File: config.mk
export PLATFORM = sky130hd
export DESIGN_NAME = fetch_unit
export DESIGN_NICKNAME = d
export VERILOG_FILES = /design/src/rtl/fetch_unit.sv
export SDC_FILE = /design/constraint.sdc
export NUM_CORES = 1
export LEC_CHECK = 0
export CELL_PAD_IN_SITES_DETAIL_PLACEMENT = 2
export CELL_PAD_IN_SITES_GLOBAL_PLACEMENT = 2
export CORE_ASPECT_RATIO = 0.7
export CORE_UTILIZATION = 22
export DETAILED_ROUTE_END_ITERATION = 16
export GPL_TIMING_DRIVEN = 0
export MAX_ROUTING_LAYER = met4
export PLACE_DENSITY = 0.78
export SLEW_MARGIN = 10
export SYNTH_ARGS = -nofsm -noshare
export SYNTH_HDL_FRONTEND = slang
export SYNTH_SLANG_ARGS = --single-unit
File: constraint.sdc
create_clock -name clock -period 2.25 [get_ports clock]
set_clock_uncertainty 0.15 [all_clocks]
set_input_delay 0.3375 -clock clock [delete_from_list [all_inputs] [get_ports clock]]
set_output_delay 0.3375 -clock clock [all_outputs]
set_load 0.02 [all_outputs]
File: src/rtl/fetch_unit.sv
// fetch_unit: sequential instruction fetch with jump redirect, stall hold and optional halt (SWT16_FETCH_HALT_EN)
module fetch_unit #(
  parameter int PMEM_ADDR_WIDTH = 12,
  parameter int PMEM_WORD_WIDTH = 16,
  parameter int PC_WIDTH        = 12
) (
  input  logic                       clock,
  input  logic                       reset,
  input  logic                       in_stall,
  input  logic                       in_jump_valid,
  input  logic [PC_WIDTH-1:0]        in_jump_target,
  input  logic [PMEM_WORD_WIDTH-1:0] in_pmem_rdata,
  output logic [PMEM_ADDR_WIDTH-1:0] out_pmem_addr,
  output logic                       out_pmem_ren,
  output logic [PMEM_WORD_WIDTH-1:0] out_instr,
  output logic [PC_WIDTH-1:0]        out_pc,
  output logic                       out_instr_valid,
  output logic                       out_halted
);
`ifdef SWT16_FETCH_HALT_EN
  typedef enum logic [1:0] {BOOT, RUN, FLUSH, HALT} state_t;
`else
  typedef enum logic [1:0] {BOOT, RUN, FLUSH} state_t;
`endif
  state_t state, state_nx;
  logic [PC_WIDTH-1:0] pc_fetch, pc_fetch_nx, pc_issue, pc_issue_nx;
  logic run;
  // state and both program counters; reset abandons any in-flight fetch
  always_ff @(posedge clock or posedge reset)
    if (reset) begin
      state    <= BOOT;
      pc_fetch <= '0;
      pc_issue <= '0;
    end else begin
      state    <= state_nx;
      pc_fetch <= pc_fetch_nx;
      pc_issue <= pc_issue_nx;
    end
  // advance the fetch pointer; a jump overrides everything, including stall and halt
  always_comb begin
    state_nx    = state;
    pc_fetch_nx = pc_fetch;
    pc_issue_nx = pc_issue;
    case (state)
      BOOT, FLUSH: begin
        state_nx    = RUN;
        pc_fetch_nx = pc_fetch + 1'b1;
        pc_issue_nx = pc_fetch;
      end
      RUN: if (!in_stall) begin
        pc_fetch_nx = pc_fetch + 1'b1;
        pc_issue_nx = pc_fetch;
`ifdef SWT16_FETCH_HALT_EN
        if (in_pmem_rdata == '1) state_nx = HALT;
`endif
      end
      default: ;
    endcase
    if (in_jump_valid) begin
      state_nx    = FLUSH;
      pc_fetch_nx = in_jump_target;
      pc_issue_nx = pc_issue;
    end
  end
  assign run             = !reset && state == RUN;
  assign out_pmem_addr   = PMEM_ADDR_WIDTH'(pc_fetch);
  assign out_pmem_ren    = !reset && (state == BOOT || state == FLUSH || (state == RUN && (!in_stall || in_jump_valid)));
  assign out_instr_valid = run;
  assign out_instr       = run ? in_pmem_rdata : '0;
  assign out_pc          = pc_issue;
`ifdef SWT16_FETCH_HALT_EN
  assign out_halted      = !reset && state == HALT;
`else
  assign out_halted      = 1'b0;
`endif
endmodule

==> results of run 1 <==
[final timing paths]
| path | from | end | slack, ps | cells after the start |
|---|---|---|---|---|
| max reg2reg | state[1] | out_pc[6] | 400 | 4 |
| min reg2reg | out_pc[8] | out_pc[8] | 370 | 1 |
| min | out_pc[8] | out_pc[8] | 370 | 1 |
| max in group asynchronous | reset | out_pmem_addr[4] | 740 | 2 |
| max | reset | out_instr[1] | 70 | 5 |
| min in group asynchronous | reset | out_pc[5] | 590 | 2 |
[per-layer routing]
metal	wire, µm	global-route usage [%]	share of wire, %
met1	2170	21.0	49
met2	2110	23.4	47
met3	169	3.38	3.8
met4	0	1.12	0
met5	0	-	0
[worst reg2reg max path, cell delays in order (launching register included)]
cell and delay [ps]:
dfrtp_1 470, o21a_4 290, nor2_1 220, buf_4 260
mux2_2 350
[state kept, by name, summed over array words and instances (netlist names)]
register,flops
out_pc,12
out_pmem_addr,12
state,2
[kinds of logic (layout without fill, tap and decap cells)]
group / count (synthesis) / count (layout)
buffers and inverters: 8 / 86
xor gates and xnor gates: 10 / 10
AOI/OAI and AO/OA: 13 / 13
other: 1 / 1
muxes: 16 / 16
and+or+nand+nor: 50 / 50
adders and majority gates: 1 / 1
DFF: 26 / 26
[report_power, final]
part / internal, W / switching (W)
Combinational: 0.000250 / 0.000212
Sequential: 0.000538 / 0.0000750
Clock: 0.000238 / 0.000157
Total: 0.00103 / 0.000445
[area by class of cell]
type                    instances  area share [%]
well taps                      75            4.24
plain buffers                   5            1.36
clock buffers                   3            1.86
inverters                       3           0.508
repair buffers                 74            31.1
multi-input cells              91            30.2
flip-flops and latches         26            29.4
clock inverters                 1            1.36
[repair_timing]
item	4_1_cts	5_1_grt
buffers inserted	1	0
resized for setup	22	23
gates cloned	0	0
setup endpoints to repair	18	15
pin swaps	1	0
[through the flow]
stage               util [%]  setup TNS (ps)
CTS                     38.6               0
detailed placement      37.3          -12120
global placement        37.3          -10240
global route            38.1           -2.26
finish                  38.1               0
floorplan                  -               0
[cells in the final DEF (no fill, tap or decap), types with 4 or more instances in the layout]
master           instances
nand3_1                  4
and2_1                  16
clkdlybuf4s15_1          6
nand2_1                 15
clkbuf_2                 9
xor2_1                   5
xnor2_1                  5
buf_4                    4
dfrtp_1                 26
clkdlybuf4s50_1         55
mux2_2                  15
nand4_1                  4
o21ai_0                  9
==> out/metrics.yaml, run 1 <==
run_status:
  status: "completed"
sta:
  finalHoldViolCount: 0
  setup_viol: 0
  max-slew-margin-rel_pct: 31.5
  fin_crit_sh_pct: 96.8
  tightestPinTransition_ps: 1030
  clock.fmax_mhz: 459
  fin_ws_ps: 71.4
  report.final.slew_viol_count: 0
  worst_hold_slack_ps: 366
  fin_crit_ps: 2180
detailed_routing:
  viasPerCell: 4.37
  drt_iter0_markers: 20
  drt-total-wl_mm: 4.45
  drt_first_pass_iters: 3
  drtAntennaViolNets: 0
  drc_errors: 0
  wl_per_cell_um: 16.0
  num_vias: 1215
die:
  die_y_um: 67.5
  die-area_um2: 6440
  initial_core_util_pct: 23.2
  rows: 23
  num_io_pins: 75
  core_um2: 5810
  die_w_um: 95.5
cells_and_area:
  n_fill_cell: 630
  final-instance-count-excl-fill: 278
  fin_nets: 237
  diodes: 0
  stdcell_area_um2: 2210
  drive_gt1_share_pct: 18.7
  multi_input_area_um2: 668
  seq_area_um2: 651
  syn2layout_area_growth_pct: 64.5
placement:
  dpl_cell_area_um2: 2170
  gp_congestion: 0.717
  dp_cells: 273
  portBuffers: 73
  hpwlAfterDp_mm: 3.50
  pre_cts_ws_ps: -862
yosys:
  ys_ff_latch: 26
  yosys.area.top_type_share_pct: 48.3
  syn_area_um2: 1350
  yosys_warnings: 0
  ys_seq_area_share_pct: 48.3
  synth_compound_area_share_pct: 6.13
  synth_fa_ha_area_share_pct: 0.929
  synth.distinct_cells: 26
  synthMuxAreaShare_pct: 13.3
  synth_simple_gate_area_share_pct: 21.7
  yosys.area.top_type: "dfrtp_1"
  synth_edf_count: 0
  async_reset_ff_share_pct: 100
  synth.area.top_cells: "dfrtp_1, mux2_2, and2_1"
  synth_top_family_by_area: "simple AND/OR/NAND/NOR gates"
  syn-num-nets: 158
  ys.flop_type: "dfrtp_1"
  synth_common_cells: "dfrtp_1, and2_1, mux2_2, nand2_1, o21ai_0"
  synth_most_common_cell: "dfrtp_1"
  syn_inst: 125
  syn_area_per_cell_um2: 10.8
  synth_xor_area_share_pct: 6.51
grt:
  grt_pass1_wl_mm: 6.88
  grt_pass1_vias: 1255
  antenna_found_initial: 0
  grt_usage_pct: 15.1
  grt_max_degree: 27
  overflow: 0
hold_path:
  min_path_type: "reg -> reg"
pwr:
  max-vdd-ir-drop_mv: 0.337
  p_leak_nw: 0.926
  p_total_w: 0.00147
  powerDensity_nw_per_um2: 664
worst_setup_path:
  worstSetupPathType: "in -> out"
  critPathArrivalTime_ps: 1690
  startpoint_type: "input port"
  crit_buf_inv: 3
  cp_data_required_time_ps: 1760
  slowest_stage: "clkdlybuf4s50_1"
  end_kind: "output port"
  cp_top_family: "buffers and inverters"
  crit_path_cell_trace: "clkdlybuf4s50_1 -> nor3b_4 -> buf_4 -> and2_1 -> dlygate4sd2_1"
  cp_max_fo: 7
  slowest_delay_ps: 490
clocking:
  htreeDepth: 1
  clkTransAtPathRegs_ps: 100
  cts.sinks: 26
  numCtsBuffers: 3
  clk-insertion-delay-late_ps: 270
  cts_tree: "built"
  postCtsHoldBufs: 0
  cts_buffer_depth: 2
  cts-root-buf: "clkbuf_8"
run:
  drv_cap: 0
Power figures use the tool's default switching activity.
==> run 2: changes to the inputs <==
==> constraint.sdc (replaced) <==
create_clock -name clock -period 2.25 [get_ports clock]
set_clock_uncertainty 0.15 [all_clocks]
set_input_delay 0.3375 -clock clock [delete_from_list [all_inputs] [get_ports clock]]
set_output_delay 0.3375 -clock clock [all_outputs]
set_load 0.05 [all_outputs]
==> out/metrics.yaml, run 2 (synthesis results as in run 1) <==
run_status:
  status: "completed"
worst_setup_path:
  slowest_delay_ps: 500  # about the same
  critPathArrivalTime_ps: 1660  # -30 ps
  worstSetupPathType: "in -> out"
  cp_max_fo: 7  # unchanged
  startpoint_type: "input port"
  end_kind: "output port"
  cp_data_required_time_ps: 1760  # about the same
  crit_path_cell_trace: "clkdlybuf4s50_1 -> nor3b_4 -> buf_4 -> and2_1 -> buf_2"
  slowest_stage: "clkdlybuf4s50_1"
detailed_routing:
  wl_per_cell_um: 16.1  # +0.88%
  num_vias: 1213  # -0.16%
  drt_iter0_markers: 20  # unchanged
  drt-total-wl_mm: 4.49  # +0.88%
  drc_errors: 0  # unchanged
  drt_first_pass_iters: 4  # +1
  drtAntennaViolNets: 0  # unchanged
  viasPerCell: 4.36  # -0.16%
sta:
  grt_setup_unrepaired: "no"
  report.final.slew_viol_count: 0  # unchanged
  finalHoldViolCount: 0  # unchanged
  setup_viol: 0  # unchanged
  fin_crit_ps: 2150  # -26.3 ps
  tns_ps: 0  # unchanged
  fin_crit_sh_pct: 95.7  # -1.2 points
  tightestPinTransition_ps: 1040  # +10.4 ps
  max-slew-margin-rel_pct: 30.8  # -0.69 points
  clock.fmax_mhz: 465  # +1.2%
grt:
  antenna_found_initial: 0  # unchanged
  grt_usage_pct: 15.1  # +0.025 points
  overflow: 0  # unchanged
  grt_pass1_vias: 1244  # -0.88%
  grt_max_degree: 27  # unchanged
  grt_pass1_wl_mm: 6.89  # +0.20%
die:
  rows: 23  # unchanged
  initial_core_util_pct: 23.2  # unchanged
  die-area_um2: 6440  # unchanged
  die_w_um: 95.5  # unchanged
  die_y_um: 67.5  # unchanged
  core_um2: 5810  # unchanged
  num_io_pins: 75  # unchanged
clocking:
  cts_buffer_depth: 2  # unchanged
  cts.sinks: 26  # unchanged
  numCtsBuffers: 3  # unchanged
  clkTransAtPathRegs_ps: 100  # about the same
  cts_tree: "built"
  htreeDepth: 1  # unchanged
  cts-root-buf: "clkbuf_8"
  clk-insertion-delay-late_ps: 280  # about the same
cells_and_area:
  fin_nets: 237  # unchanged
  layout_commonest_cell: "clkdlybuf4s50_1"
  diodes: 0  # unchanged
  drive_gt1_share_pct: 23.2  # +4.4 points
  syn2layout_area_growth_pct: 63.4
  stdcell_area_um2: 2200  # -0.68%
  final_cell_mix: "clkdlybuf4s50_1, dfrtp_1, and2_1, mux2_2, nand2_1"
placement:
  portBuffers: 73  # unchanged
  dpl_cell_area_um2: 2170  # unchanged
  gp_congestion: 0.717  # unchanged
  hpwlAfterDp_mm: 3.50  # unchanged
pwr:
  p_leak_nw: 0.926  # about the same
  powerDensity_nw_per_um2: 755  # +14%
  max-vdd-ir-drop_mv: 0.383  # +14%
run:
  drv_cap: 0  # unchanged
hold_path:
  min_path_type: "reg -> reg"
## run 2: cell types whose count changed in the layout (fill, tap and decap cells not counted), sizes merged
cell	change
dlygate4sd2	-3
buf	+9
clkdlybuf4s15	-5
clkbuf	-1
## run 2: layout make-up
class,count,area (µm²)
buffer,5,30.0
tap,75,93.8
multi-input combinational,91,668
inverter,3,11.3
timing repair buffer,74,674
clock inverter,1,30.0
sequential,26,651
fill,636,3610
clock buffer,3,41.3
## run 2: path summary, 6_finish.rpt
kind                       startpoint          endpoint  slack (ps)  depth (start not counted)
min                         out_pc[8]         out_pc[8]         370                          1
min reg2reg                 out_pc[8]         out_pc[8]         370                          1
max                             reset     out_instr[15]         100                          5
max reg2reg                  state[1]         out_pc[6]         390                          4
max in group asynchronous       reset  out_pmem_addr[3]         720                          2
min in group asynchronous       reset         out_pc[2]         610                          2
## run 2: layer usage
layer	up-vias	GRT usage, %	routed length [µm]
li1	577	-	-
met1	608	20.5	2140
met2	28	24.1	2180
met3	0	3.38	166
met4	0	1.12	0
met5	-	-	0
## run 2: worst max-delay path: cells and delay by family
family / cells / cell delay, ps
buffers and inverters: 3 / 940
and+or+nand+nor: 2 / 390
## run 2: through the flow
stage,instances,power [W],util [%],hold WS [ps],setup slack [ps]
floorplan,125,0.00101,-,228,80.0
CTS,278,0.00168,38.3,373,25.2
global placement,273,0.00126,37.3,339,-918
global route,278,0.00174,37.8,385,3.56
finish,278,0.00166,37.8,366,97.6
detailed placement,273,0.00128,37.3,349,-1060
## run 2: report_power, final
group	switching (W)	total, W	internal [W]
combinational	0.000396	0.000646	0.000250
sequential	0.0000744	0.000612	0.000538
clock	0.000164	0.000403	0.000238
## run 2: repair_timing
action	in CTS	in global routing
hold buffers	0	0
setup buffers	1	0
pin swaps	1	0
endpoints found under the setup margin	18	18
gates resized for setup	74	26
